`src/rtl/bhc_pkg.sv`:
```
// Shared types and helpers for the branch-history cache.
// The entry struct is sized by the package defaults; instantiate with matching parameters.
package bhc_pkg;

  localparam int BHC_PC_W    = 10;
  localparam int BHC_HIST_W  = 3;
  localparam int BHC_ENTRIES = 8;

  typedef struct packed {
    logic                  valid;
    logic [BHC_PC_W-1:0]   tag;
    logic [BHC_HIST_W-1:0] hist;
  } bhc_entry_t;

  // Oldest outcome drops off the top, newest enters at bit 0.
  function automatic logic [BHC_HIST_W-1:0] shift_hist(input logic [BHC_HIST_W-1:0] hist,
                                                       input logic                  taken);
    return {hist[BHC_HIST_W-2:0], taken};
  endfunction

endpackage

```
`src/rtl/bhc_match.sv`:
```
// Tag match across all entries: hit, lowest matching index, lowest free index, full flag.
module bhc_match
  import bhc_pkg::*;
#(
  parameter int PC_W    = BHC_PC_W,
  parameter int ENTRIES = BHC_ENTRIES,
  parameter int IDX_W   = $clog2(ENTRIES)
) (
  input  bhc_entry_t       entries [ENTRIES],
  input  logic [PC_W-1:0]  addr,
  output logic             hit,
  output logic [IDX_W-1:0] match_idx,
  output logic [IDX_W-1:0] free_idx,
  output logic             full
);

  // NOTE: every output gets a default before the loop, so no path leaves one unassigned and no latch is inferred.
  always_comb begin
    hit       = 1'b0;
    match_idx = '0;
    free_idx  = '0;
    full      = 1'b1;
    // Scanning from the top down lets the lowest index overwrite any higher one.
    for (int i = ENTRIES - 1; i >= 0; i--) begin
      if (entries[i].valid && (entries[i].tag == addr)) begin
        hit       = 1'b1;
        match_idx = IDX_W'(i);
      end
      if (!entries[i].valid) begin
        full     = 1'b0;
        free_idx = IDX_W'(i);
      end
    end
  end

endmodule

```
`src/rtl/branch_history_cache.sv`:
```
// Fully-associative PC -> taken/not-taken history cache with round-robin eviction.
// Define BHC_BYPASS_EN to forward a same-cycle update to the read port.
module branch_history_cache
  import bhc_pkg::*;
#(
  parameter int PC_W    = BHC_PC_W,
  parameter int HIST_W  = BHC_HIST_W,
  parameter int ENTRIES = BHC_ENTRIES
) (
  input  logic              clk,
  input  logic              rst,
  input  logic              we,
  input  logic              branch_taken,
  input  logic [PC_W-1:0]   pc,
  input  logic [PC_W-1:0]   update_pc,
  output logic [HIST_W-1:0] read_history,
  output logic              read_hit,
  output logic [HIST_W-1:0] update_history,
  output logic              evict
);

  localparam int IDX_W = $clog2(ENTRIES);

  bhc_entry_t       entries [ENTRIES];
  logic [IDX_W-1:0] rr;

  logic             rd_hit, rd_full, upd_hit, upd_full;
  logic [IDX_W-1:0] rd_idx, rd_free, upd_idx, upd_free;

  bhc_match #(.PC_W(PC_W), .ENTRIES(ENTRIES)) u_rd_match (
    .entries   (entries),
    .addr      (pc),
    .hit       (rd_hit),
    .match_idx (rd_idx),
    .free_idx  (rd_free),
    .full      (rd_full)
  );

  bhc_match #(.PC_W(PC_W), .ENTRIES(ENTRIES)) u_upd_match (
    .entries   (entries),
    .addr      (update_pc),
    .hit       (upd_hit),
    .match_idx (upd_idx),
    .free_idx  (upd_free),
    .full      (upd_full)
  );

  logic [HIST_W-1:0] new_hist;
  logic [IDX_W-1:0]  tgt_idx;
  logic              victim;

  always_comb begin
    new_hist = {{(HIST_W-1){1'b0}}, branch_taken};
    tgt_idx  = upd_free;
    victim   = 1'b0;
    if (upd_hit) begin
      new_hist = shift_hist(entries[upd_idx].hist, branch_taken);
      tgt_idx  = upd_idx;
    end else if (upd_full) begin
      tgt_idx = rr;
      victim  = 1'b1;
    end
  end

  // Outputs are held at zero throughout reset, including any forwarded value.
  always_comb begin
    update_history = '0;
    evict          = 1'b0;
    read_hit       = 1'b0;
    read_history   = '0;
    if (rst) begin
      if (we) begin
        update_history = new_hist;
        evict          = victim;
      end
      read_hit     = rd_hit;
      read_history = rd_hit ? entries[rd_idx].hist : '0;
`ifdef BHC_BYPASS_EN
      if (we && (update_pc == pc)) begin
        read_hit     = 1'b1;
        read_history = new_hist;
      end
`endif
    end
  end

  // NOTE: the entry array is a small flop-based register file, so it is reset; valid bits must be known from the first lookup.
  always_ff @(posedge clk or negedge rst) begin
    if (!rst) begin
      for (int i = 0; i < ENTRIES; i++) entries[i] <= '0;
      rr <= '0;
    end else if (we) begin
      // NOTE: non-blocking assignments so every flop samples pre-edge values, matching the combinational outputs above.
      entries[tgt_idx] <= '{valid: 1'b1, tag: update_pc, hist: new_hist};
      if (victim) rr <= rr + 1'b1;
    end
  end

endmodule

```
`config.mk`:
```
export PLATFORM = sky130hd
export DESIGN_NAME = branch_history_cache
export DESIGN_NICKNAME = d
export VERILOG_FILES = /design/src/rtl/bhc_pkg.sv /design/src/rtl/bhc_match.sv /design/src/rtl/branch_history_cache.sv
export SDC_FILE = /design/constraint.sdc
export NUM_CORES = 1
export LEC_CHECK = 0
export ABC_AREA = 0
export BUFFER_PORTS_ARGS = -buffer_cell sky130_fd_sc_hd__buf_2
export CAP_MARGIN = 30
export CORE_MARGIN = 10
export CORE_UTILIZATION = 56
export DETAILED_ROUTE_END_ITERATION = 6
export PLACE_DENSITY = 0.83
export SLEW_MARGIN = 25
export SYNTH_ARGS = -nofsm -noshare
export SYNTH_HDL_FRONTEND = slang
export SYNTH_SLANG_ARGS = --single-unit
```
`constraint.sdc`:
```
create_clock -name clk -period 2.9 [get_ports clk]
set_clock_uncertainty 0.05 [all_clocks]
set_input_delay 0.29 -clock clk [delete_from_list [all_inputs] [get_ports clk]]
set_output_delay 0.29 -clock clk [all_outputs]
set_load 0.05 [all_outputs]
```
# Word-level counts from Yosys, hierarchy flattened
# Index checks and enable logic that the tools add are counted.
dict set report word_totals {
  register_bits 115
  word_cells 136
  out_inout_bits 8
}
dict set report op_classes {
  bitwise 3
  n_eq_ne 16
  addsub 1
  n_mux 69
  order_cmp 4
  n_reduce_logical 18
}
# op n
set ops {}
lappend ops {{10-bit equality test} 16}
lappend ops {{112-bit bitwise mux} 1}
lappend ops {{3-bit 2-to-1 mux} 33}
lappend ops {{14-bit binary-select mux with 3-bit select} 2}
lappend ops {{14-bit demux with 3-bit select} 1}
lappend ops {{1-bit 2-to-1 mux} 29}
lappend ops {{1-bit logical AND} 17}
lappend ops {{14-bit 2-to-1 mux} 1}
lappend ops {{4-bit >= comparator, second input constant} 3}
lappend ops {{3-bit NOT with 4-bit output} 3}
lappend ops {{4-bit by 1-bit less-than comparator with 1-bit output, second input constant} 1}
lappend ops {{2-bit 2-to-1 mux} 2}
lappend ops {{3-bit by 1-bit adder with 3-bit output, second input constant} 1}
lappend ops {{2-bit AND reduction} 1}

# Longest topological paths before layout
# Gate-level depths: netlist of run 1.
dict set report depth {
  word_depth 17
  depth_mapped 13
}

# Modules after synthesis
# A second synthesis of run 1 with hierarchy kept.
dict set report unflattened {
  hier_cells 661
  area_unflattened_um2 7521.0
}
# mod instances area_per_inst_um2 cells_per_inst
set modules_own_cells {}
lappend modules_own_cells {branch_history_cache 1 4978.5 317}
lappend modules_own_cells {bhc_match 2 1271.2 172}

# Least setup slack after synthesis of run 1
# No wires, ideal clock.
dict set report synth_timing {
  path_type {input port to output port}
  from {input port pc[4]}
  to {output port read_history[0]}
  path_buffers 1
  required_time_ns 2.560
  cell_stages 9
  slack_ns -0.768
  arrival_ns 3.328
  cell_sequence {clkbuf_1 > xnor2_1 > nand4_1 > or3_1 > nor2b_1 > nor2b_1 > nor4b_1 > o21ai_0 > o32ai_1}
}
dict set report synth_via {
  elab_chain_len 16
  elab_cells_between_ends 38
  cone_classes {eq/ne (8); mux (21); bitwise (1); reduce/logical (8)}
}
# item line
set synth_lines {}
lappend synth_lines {{start, declared} branch_history_cache.sv:14} ;# input logic [PC_W-1:0] pc,
lappend synth_lines {{10-bit equality test} bhc_match.sv:25} ;# if (entries[i].valid && (entries[i].tag == addr)) begin
lappend synth_lines {{1-bit logical AND} bhc_match.sv:25}
lappend synth_lines {{3-bit 2-to-1 mux (8 in series)} bhc_match.sv:25}
lappend synth_lines {{3-bit NOT with 4-bit output (implied by the code)} branch_history_cache.sv:77} ;# read_history = rd_hit ? entries[rd_idx].hist : '0;
lappend synth_lines {{14-bit binary-select mux with 3-bit select} branch_history_cache.sv:77}
lappend synth_lines {{3-bit 2-to-1 mux (implied by the code) (2 in series)} branch_history_cache.sv:77}
lappend synth_lines {{3-bit 2-to-1 mux *} branch_history_cache.sv:77}
lappend synth_lines {{3-bit 2-to-1 mux *} branch_history_cache.sv:71} ;# if (rst) begin
lappend synth_lines {{end, declared} branch_history_cache.sv:16} ;# output logic [HIST_W-1:0] read_history,
# Every way passes the cells marked *; elsewhere a longest branch is shown, timed or not. The select of a mux whose other input is x is not followed.

# Worst setup path after layout of run 1
dict set report layout_timing {
  from {register entries[34] (netlist name)}
  to {output port read_history[1]}
}
dict set report layout_via {
  elab_chain_len 14
  elab_cells_between_ends 20
  cone_classes {eq/ne (1); mux (17); bitwise (1); reduce/logical (1)}
}
# item line
set layout_lines {}
lappend layout_lines {{10-bit equality test *} bhc_match.sv:25}
lappend layout_lines {{1-bit logical AND *} bhc_match.sv:25}
lappend layout_lines {{3-bit 2-to-1 mux (6 in series)} bhc_match.sv:25}
lappend layout_lines {{3-bit NOT with 4-bit output (implied by the code)} branch_history_cache.sv:77}
lappend layout_lines {{14-bit binary-select mux with 3-bit select} branch_history_cache.sv:77}
lappend layout_lines {{3-bit 2-to-1 mux (implied by the code) (2 in series)} branch_history_cache.sv:77}
lappend layout_lines {{3-bit 2-to-1 mux *} branch_history_cache.sv:77}
lappend layout_lines {{3-bit 2-to-1 mux *} branch_history_cache.sv:71}
# Marks and branches as above.

==> results of run 1 <==
## synthesized netlist by cell type (5+ instances only)
| cell type | count |
|---|---|
| sky130_fd_sc_hd__a21oi_1 | 8 |
| sky130_fd_sc_hd__xnor2_1 | 151 |
| sky130_fd_sc_hd__or2_2 | 5 |
| sky130_fd_sc_hd__buf_2 | 15 |
| sky130_fd_sc_hd__nor3_1 | 12 |
| sky130_fd_sc_hd__o21ai_0 | 14 |
| sky130_fd_sc_hd__mux2_1 | 43 |
| sky130_fd_sc_hd__clkbuf_1 | 11 |
| sky130_fd_sc_hd__nor2b_1 | 9 |
| sky130_fd_sc_hd__dfrtp_1 | 115 |
| sky130_fd_sc_hd__xor2_1 | 11 |
| sky130_fd_sc_hd__nand2_1 | 23 |
| sky130_fd_sc_hd__and3_1 | 5 |
| sky130_fd_sc_hd__buf_6 | 7 |
| sky130_fd_sc_hd__o221ai_1 | 5 |
| sky130_fd_sc_hd__mux2_4 | 18 |
| sky130_fd_sc_hd__o21a_1 | 6 |
| sky130_fd_sc_hd__a21boi_0 | 6 |
| sky130_fd_sc_hd__nand4_1 | 33 |
| sky130_fd_sc_hd__buf_4 | 9 |
| sky130_fd_sc_hd__nor2_1 | 17 |
| sky130_fd_sc_hd__mux2_2 | 44 |
| sky130_fd_sc_hd__or3_1 | 6 |
| sky130_fd_sc_hd__nand3_1 | 16 |
| sky130_fd_sc_hd__inv_1 | 10 |
## final timing paths
path                       slack [ns]              end          from
setup / recovery                -0.39  read_history[1]   entries[34]
hold / removal                  -0.01      entries[43]           rst
min in group clk                 0.22      entries[84]  branch_taken
hold reg to reg                  0.44            rr[2]         rr[2]
max in group asynchronous        1.46      entries[68]           rst
setup reg to reg                -0.15      entries[48]   entries[35]
## sequential cells by signal (all words and copies together), names as in the netlist
signal and cells:
rr 3, entries 112
## layout make-up
cell class | count | area (sq um) | share of cell area
Clock buffer | 20 | 457 | 0.0484
Clock inverter | 10 | 134 | 0.0142
Inverter | 11 | 41.3 | 0.00437
Multi-Input combinational cell | 477 | 4430 | 0.469
Sequential cell | 115 | 2880 | 0.305
Tap cell | 172 | 215 | 0.0228
Timing Repair Buffer | 153 | 1290 | 0.137
## power groups by stage
stage / Sequential [W] / Clock, W / Combinational (W)
floorplan: 0.00298 / 0 / 0.00344
global placement: 0.00308 / 0 / 0.00441
detailed placement: 0.00314 / 0 / 0.00464
CTS: 0.00314 / 0.00213 / 0.00483
global route: 0.00327 / 0.00222 / 0.00582
finish: 0.00320 / 0.00211 / 0.00555
## logic make-up (layout without fill, tap and decap cells)
group	count (synthesis)	in the layout	share of synthesized area
adder cells (fa/ha/maj)	1	1	0.00175
AO/OA/AOI/OAI	59	59	0.0588
AND/OR/NAND/NOR	149	150	0.118
multiplexers	105	105	0.175
buffers and inverters	55	194	0.0437
XOR/XNOR	162	162	0.199
flip-flops	115	115	0.403
## through the flow
stage	cells	hold slack (ns)	instance area, sq um	setup TNS, ns	power (W)
CTS	945	0.00139	9040	-1.09	0.0101
floorplan	646	-0.0556	7200	0	0.00642
detailed placement	910	0.432	8210	-17.26	0.00778
finish	958	-0.0118	9440	-6.87	0.0109
global placement	910	0.425	8210	-7.08	0.00748
global route	958	0.0439	9440	-11.12	0.0113
## repair_timing
action / in CTS / in global routing
hold buffers: 0 / 0
setup buffers: 5 / 12
resized for setup: 51 / 58
endpoints found under the hold margin: 0 / 0
gates cloned: 0 / 1
pin swaps: 13 / 33
setup endpoints to repair: 92 / 106
## per-layer routing
metal / GRT usage / vias to the layer above / share of wire
li1: - / 2503 / -
met1: 0.270 / 2950 / 0.38
met2: 0.400 / 322 / 0.50
met3: 0.0519 / 120 / 0.066
met4: 0.156 / 0 / 0.057
met5: 0 / - / 0
==> metrics.yaml, run 1 <==
place.detailed.hpwl_mm: 14.7
yosysWarningCount: 0
worst_path_cell_trace: "xnor2_1 > nand4_1 > or3_4 > buf_6 > o21ai_4 > a21oi_4 > or2_4 > a311oi_2 > o21a_1 > o32ai_4 > buf_6"
worst_path_largest_cell_delay_ns: 0.44
insertedDiodeCount: 0
wl_per_cell_um: 23.6
cp_slowest_cell: "sky130_fd_sc_hd__or3_4"
crit_buf_inv: 2
worst_r2r_path_depth: 13
grt_pass1_wl_mm: 33.1
power.static_leakage_nw: 3.99
max-slew-margin-rel: 0.428
worst_voltage_drop_across_the_vdd_grid_mv: 0.902
finish_stage_setup_viols: 57
drt_pre_antenna_iters: 5
core_region_area_sq_mm: 0.0126
syn-instance-count: 646
die-area_sq_mm: 0.0177
grt_setup_unrepaired: "true"
std_cell_rows: 41
worstHoldPathType: "input pin to async pin"
chipHeight_um: 133
final_util: 0.751
count_of_routing_violations_after_the_opening_detailed_route_iteration: 496
power.net_switching_w: 0.00408
cp.required_ns: 2.56
starting_utilization_of_the_core_area: 0.568
drc: 0
grt_pass1_vias: 6154
mappedNetlistNets: 671
cpMostUsedCell: "sky130_fd_sc_hd__buf_6"
status: "complete, but fails checks"
postSynth.topFlopCell: "sky130_fd_sc_hd__dfrtp_1"
seq_area_frac_synth: 0.403
cts-htree-levels: 4
pwr-share-clk: 0.195
path_clk_slew_ns: 0.06
syn2layout_area_growth_pct: 32.3
viasPerCell: 6.15
failed_checks: "hold timing, setup timing"
cellInternalPower_w: 0.00678
globalRouteTotalUtil: 0.239
commonest_non_fill_non_tap_cells_in_the_layout: "sky130_fd_sc_hd__xnor2_1, sky130_fd_sc_hd__dfrtp_1, sky130_fd_sc_hd__buf_4, sky130_fd_sc_hd__mux2_2, sky130_fd_sc_hd__mux2_1"
final_worst_hold_slack_ns: -0.0118
synth.top_cell.area_share: 0.403
critical_path_cell_count: 11
period_utilisation_layout: 1.13
port_buffers: 31
tritoncts_num_sinks: 115
drive_gt1_frac: 0.420
fmax_ghz: 0.304
power-per-cell-area_mw_per_mm2: 1150
synth-edff-count: 0
worst_pin_slew_ns: 0.858
cts_inserted_buffers: 17
maxCapViolations: 0
postRouteAntennaNets: 0
power_frac_seq: 0.294
worst_ep_arrival_time_ns: 2.95
largest_driver_fanout_on_the_critical_path: 5
synthesized_flop_and_latch_total: 115
switching_share: 0.376
ffs_w_async_s_r_synth: 1.00
mostFrequentLayoutCell: "sky130_fd_sc_hd__xnor2_1"
report.final.slew_viol_count: 0
post_synth_design_cell_area_sq_mm: 0.00713
number_of_antenna_violations_at_the_first_check_in_global_routing: 1
grt_start_max_net_pins: 66
post_place_worst_slack_ns: -0.247
io_pins: 32
fillCellCount: 713
vias: 5895
share_comb_of_total_power: 0.511
netlist.top_cell.by_area: "sky130_fd_sc_hd__dfrtp_1"
timing_hold_violations_final: 11
period_minus_slack_ns: 3.29
per_instance_average_area_after_synthesis_sq_um: 11.0
worst_slack_ns: -0.391
cts_tree: "built"
cts.root.buffer_cell: "sky130_fd_sc_hd__clkbuf_16"
crit_path_end_kind: "output port"
drt-total-wl_mm: 22.6
place.gp.congestion: 0.983
timing.critical_path.from_type: "flip-flop"
die_width_um: 133
clk_latency_worst_skew_pair_ns: 0.43
finish.net_count: 800
clock_path_buffers: 2
netlist-cell-type-count: 54
critPathTopFamily: "simple AND/OR/NAND/NOR gates"
critical_path_class: "flip-flop to output port"
global_route.overflow_total: 0
synth.area.top_cells: "sky130_fd_sc_hd__dfrtp_1, sky130_fd_sc_hd__xnor2_1, sky130_fd_sc_hd__mux2_2, sky130_fd_sc_hd__mux2_1, sky130_fd_sc_hd__mux2_4"
Note: power is estimated with default switching activity, not from simulation.
==> run 2, diff against run 1 <==
==> constraint.sdc (replaced) <==
create_clock -name clk -period 2.95 [get_ports clk]
set_clock_uncertainty 0.05 [all_clocks]
set_input_delay 0.295 -clock clk [delete_from_list [all_inputs] [get_ports clk]]
set_output_delay 0.295 -clock clk [all_outputs]
set_load 0.05 [all_outputs]
==> run 2 against run 1 <==
  * The run ends with setup timing left
  * Final cell count is 0.10% higher
  * Largest power group unchanged
  * Largest cell class unchanged
  * Via count grew 4.9%
  * Sequential share of layout area fell by 0.38 points
  * Sequential power hardly changed
  * Setup slack lost 0.12 ns
  * First-iteration DRC count grew 41%
  * Final area up 1.3%
  * Flip-flop and latch count did not move
  * Combinational power up 7.4%
  * Total power up 4.0%
  * Highest routed layer unchanged
  * Global-route usage is 0.45 points higher
  * Routed wire length up 11%
==> metrics.yaml, run 2 (same netlist as run 1, synthesis figures left out) <==
max-slew-margin-rel: 0.414  # was 0.428
port_buffers: 31  # unchanged
clk_latency_worst_skew_pair_ns: 0.44  # was 0.43 ns
io_pins: 32  # unchanged
place.detailed.hpwl_mm: 14.3  # was 14.7 mm
biggest_regs: "entries: 112 flops, rr: 3 flops"  # unchanged
die_width_um: 133  # unchanged
power_frac_seq: 0.284  # was 0.294
post_place_worst_slack_ns: -0.204  # was -0.247 ns
worstHoldPathType: "input pin to flip-flop"  # was input pin to async pin
core_region_area_sq_mm: 0.0126  # unchanged
regMostFlops: "entries"  # unchanged
cts_tree: "built"  # unchanged
drt-total-wl_mm: 25.2  # was 22.6 mm
finish.net_count: 798  # was 800
path_clk_slew_ns: 0.07  # was 0.06 ns
switching_share: 0.392  # was 0.376
cts.root.buffer_cell: "sky130_fd_sc_hd__clkbuf_16"  # unchanged
starting_utilization_of_the_core_area: 0.568  # unchanged
power.static_leakage_nw: 4.06  # was 3.99 nW
cp.required_ns: 2.61  # was 2.56 ns
finish_stage_setup_viols: 81  # was 57
grt_pass1_vias: 6144  # was 6154
grt_pass1_wl_mm: 33.9  # was 33.1 mm
postRouteAntennaNets: 0  # unchanged
globalRouteTotalUtil: 0.244  # was 0.239
maxCapViolations: 0  # unchanged
timing_hold_violations_final: 0  # was 11
number_of_antenna_violations_at_the_first_check_in_global_routing: 1  # unchanged
die-area_sq_mm: 0.0177  # unchanged
count_of_routing_violations_after_the_opening_detailed_route_iteration: 700  # was 496
global_route.overflow_total: 0  # unchanged
report.final.slew_viol_count: 0  # unchanged
ff2ff_setup_slack_ns: -0.16  # was -0.15 ns
crit_path_end_kind: "output port"  # unchanged
viasPerCell: 6.45  # was 6.15
worst_slack_ns: -0.512  # was -0.391 ns
worst_voltage_drop_across_the_vdd_grid_mv: 0.765  # was 0.902 mV
tritoncts_num_sinks: 115  # unchanged
cellInternalPower_w: 0.00686  # was 0.00678 W
timing.critical_path.from_type: "flip-flop"  # unchanged
drt_pre_antenna_iters: 5  # unchanged
failed_checks: "setup timing"  # was hold timing, setup timing
place.gp.congestion: 0.919  # was 0.983
clock_path_buffers: 2  # unchanged
cts_inserted_buffers: 17  # unchanged
grt_setup_unrepaired: "true"  # unchanged
worst_pin_slew_ns: 0.879  # was 0.858 ns
setup_total_negative_slack_ns: -7.91  # was -6.87 ns
worst_ep_arrival_time_ns: 3.12  # was 2.95 ns
power-per-cell-area_mw_per_mm2: 1180  # was 1150 mW/mm^2
commonest_non_fill_non_tap_cells_in_the_layout: "sky130_fd_sc_hd__xnor2_1, sky130_fd_sc_hd__dfrtp_1, sky130_fd_sc_hd__buf_4, sky130_fd_sc_hd__mux2_2, sky130_fd_sc_hd__mux2_4"  # was sky130_fd_sc_hd__xnor2_1, sky130_fd_sc_hd__dfrtp_1, sky130_fd_sc_hd__buf_4, sky130_fd_sc_hd__mux2_2, sky130_fd_sc_hd__mux2_1
drive_gt1_frac: 0.427  # was 0.420
mostFrequentLayoutCell: "sky130_fd_sc_hd__xnor2_1"  # unchanged
layout.cell_area.non_filler_sq_mm: 0.00956  # was 0.00944 sq mm
critical_path_class: "flip-flop to output port"  # unchanged
std_cell_rows: 41  # unchanged
wl_per_cell_um: 26.2  # was 23.6 um
syn2layout_area_growth_pct: 34.0  # was 32.3%
grt_start_max_net_pins: 66  # unchanged
stdcell_count: 959  # was 958
chipHeight_um: 133  # unchanged
pwr-share-clk: 0.188  # was 0.195
fmax_ghz: 0.289
largest_reg_flops: 112  # unchanged
post_dp_cell_area_sq_mm: 0.00817  # was 0.00821 sq mm
largest_driver_fanout_on_the_critical_path: 5  # unchanged
status: "complete, but fails checks"  # unchanged
numPlacedInstances: 902  # was 910
final_util: 0.761  # was 0.751
vias: 6182  # was 5895
period_minus_slack_ns: 3.46
share_comb_of_total_power: 0.528  # was 0.511
period_utilisation_layout: 1.17
cts-htree-levels: 4  # unchanged
drc: 0  # unchanged
power.net_switching_w: 0.00443  # was 0.00408 W
-- run 2: final cells by class --
type	count	area, sq um
multi-input combinational	478	4490
fill	695	3010
sequential	115	2880
timing repair buffer	150	1330
clock buffer	21	480
tap	172	215
clock inverter	11	128
inverter	11	41.3
antenna	1	2.50
-- run 2: metrics by stage --
stage / hold WS, ns / power [W]
5_1_grt: 0.224 / 0.0117
4_1_cts: 0.211 / 0.00992
6_report: 0.227 / 0.0113
3_3_place_gp: 0.422 / 0.00732
2_1_floorplan: -0.0506 / 0.00631
3_5_place_dp: 0.440 / 0.00758
-- run 2: per-layer routing --
layer  track usage  vias to the layer above  routed length [um]
met5             0                        -                   0
met4         0.152                        0                1920
met3        0.0609                      164                2320
li1              -                     2510                   -
met1         0.271                     3044                8810
met2         0.410                      464               12100
-- run 2: worst paths after layout --
path | start | end | cells after the start
max reg2reg | entries[75] | entries[52] | 12
min in group asynchronous | rst | entries[1] | 3
max | entries[32] | read_history[1] | 11
max in group asynchronous | rst | entries[8] | 4
min reg2reg | entries[86] | entries[86] | 1
min | branch_taken | entries[84] | 2
-- run 2: power groups by stage --
stage	combinational [W]	sequential [W]	clock (W)
CTS	0.00470	0.00311	0.00211
floorplan	0.00338	0.00293	0
global route	0.00620	0.00327	0.00220
global placement	0.00427	0.00305	0
detailed placement	0.00447	0.00311	0
finish	0.00596	0.00321	0.00213
-- run 2: critical path, cell delays in order (launching register included) --
cell	delay [ns]
sky130_fd_sc_hd__dfrtp_1	0.41
sky130_fd_sc_hd__xnor2_1	0.30
sky130_fd_sc_hd__nand3_1	0.15
sky130_fd_sc_hd__or3_4	0.44
sky130_fd_sc_hd__buf_6	0.15
sky130_fd_sc_hd__o21ai_4	0.07
sky130_fd_sc_hd__a21oi_4	0.09
sky130_fd_sc_hd__or2_4	0.30
sky130_fd_sc_hd__a311oi_2	0.28
sky130_fd_sc_hd__o21a_1	0.21
sky130_fd_sc_hd__o32ai_4	0.09
sky130_fd_sc_hd__buf_6	0.16
-- run 2: timing repair --
action                                  4_1_cts  5_1_grt
buffers inserted                              7       13
pin swaps                                    21       21
endpoints found under the setup margin       57       96
hold endpoints to repair                     29        0
cloned                                        0        5
resized for setup                            52       65
hold buffers                                  1        0
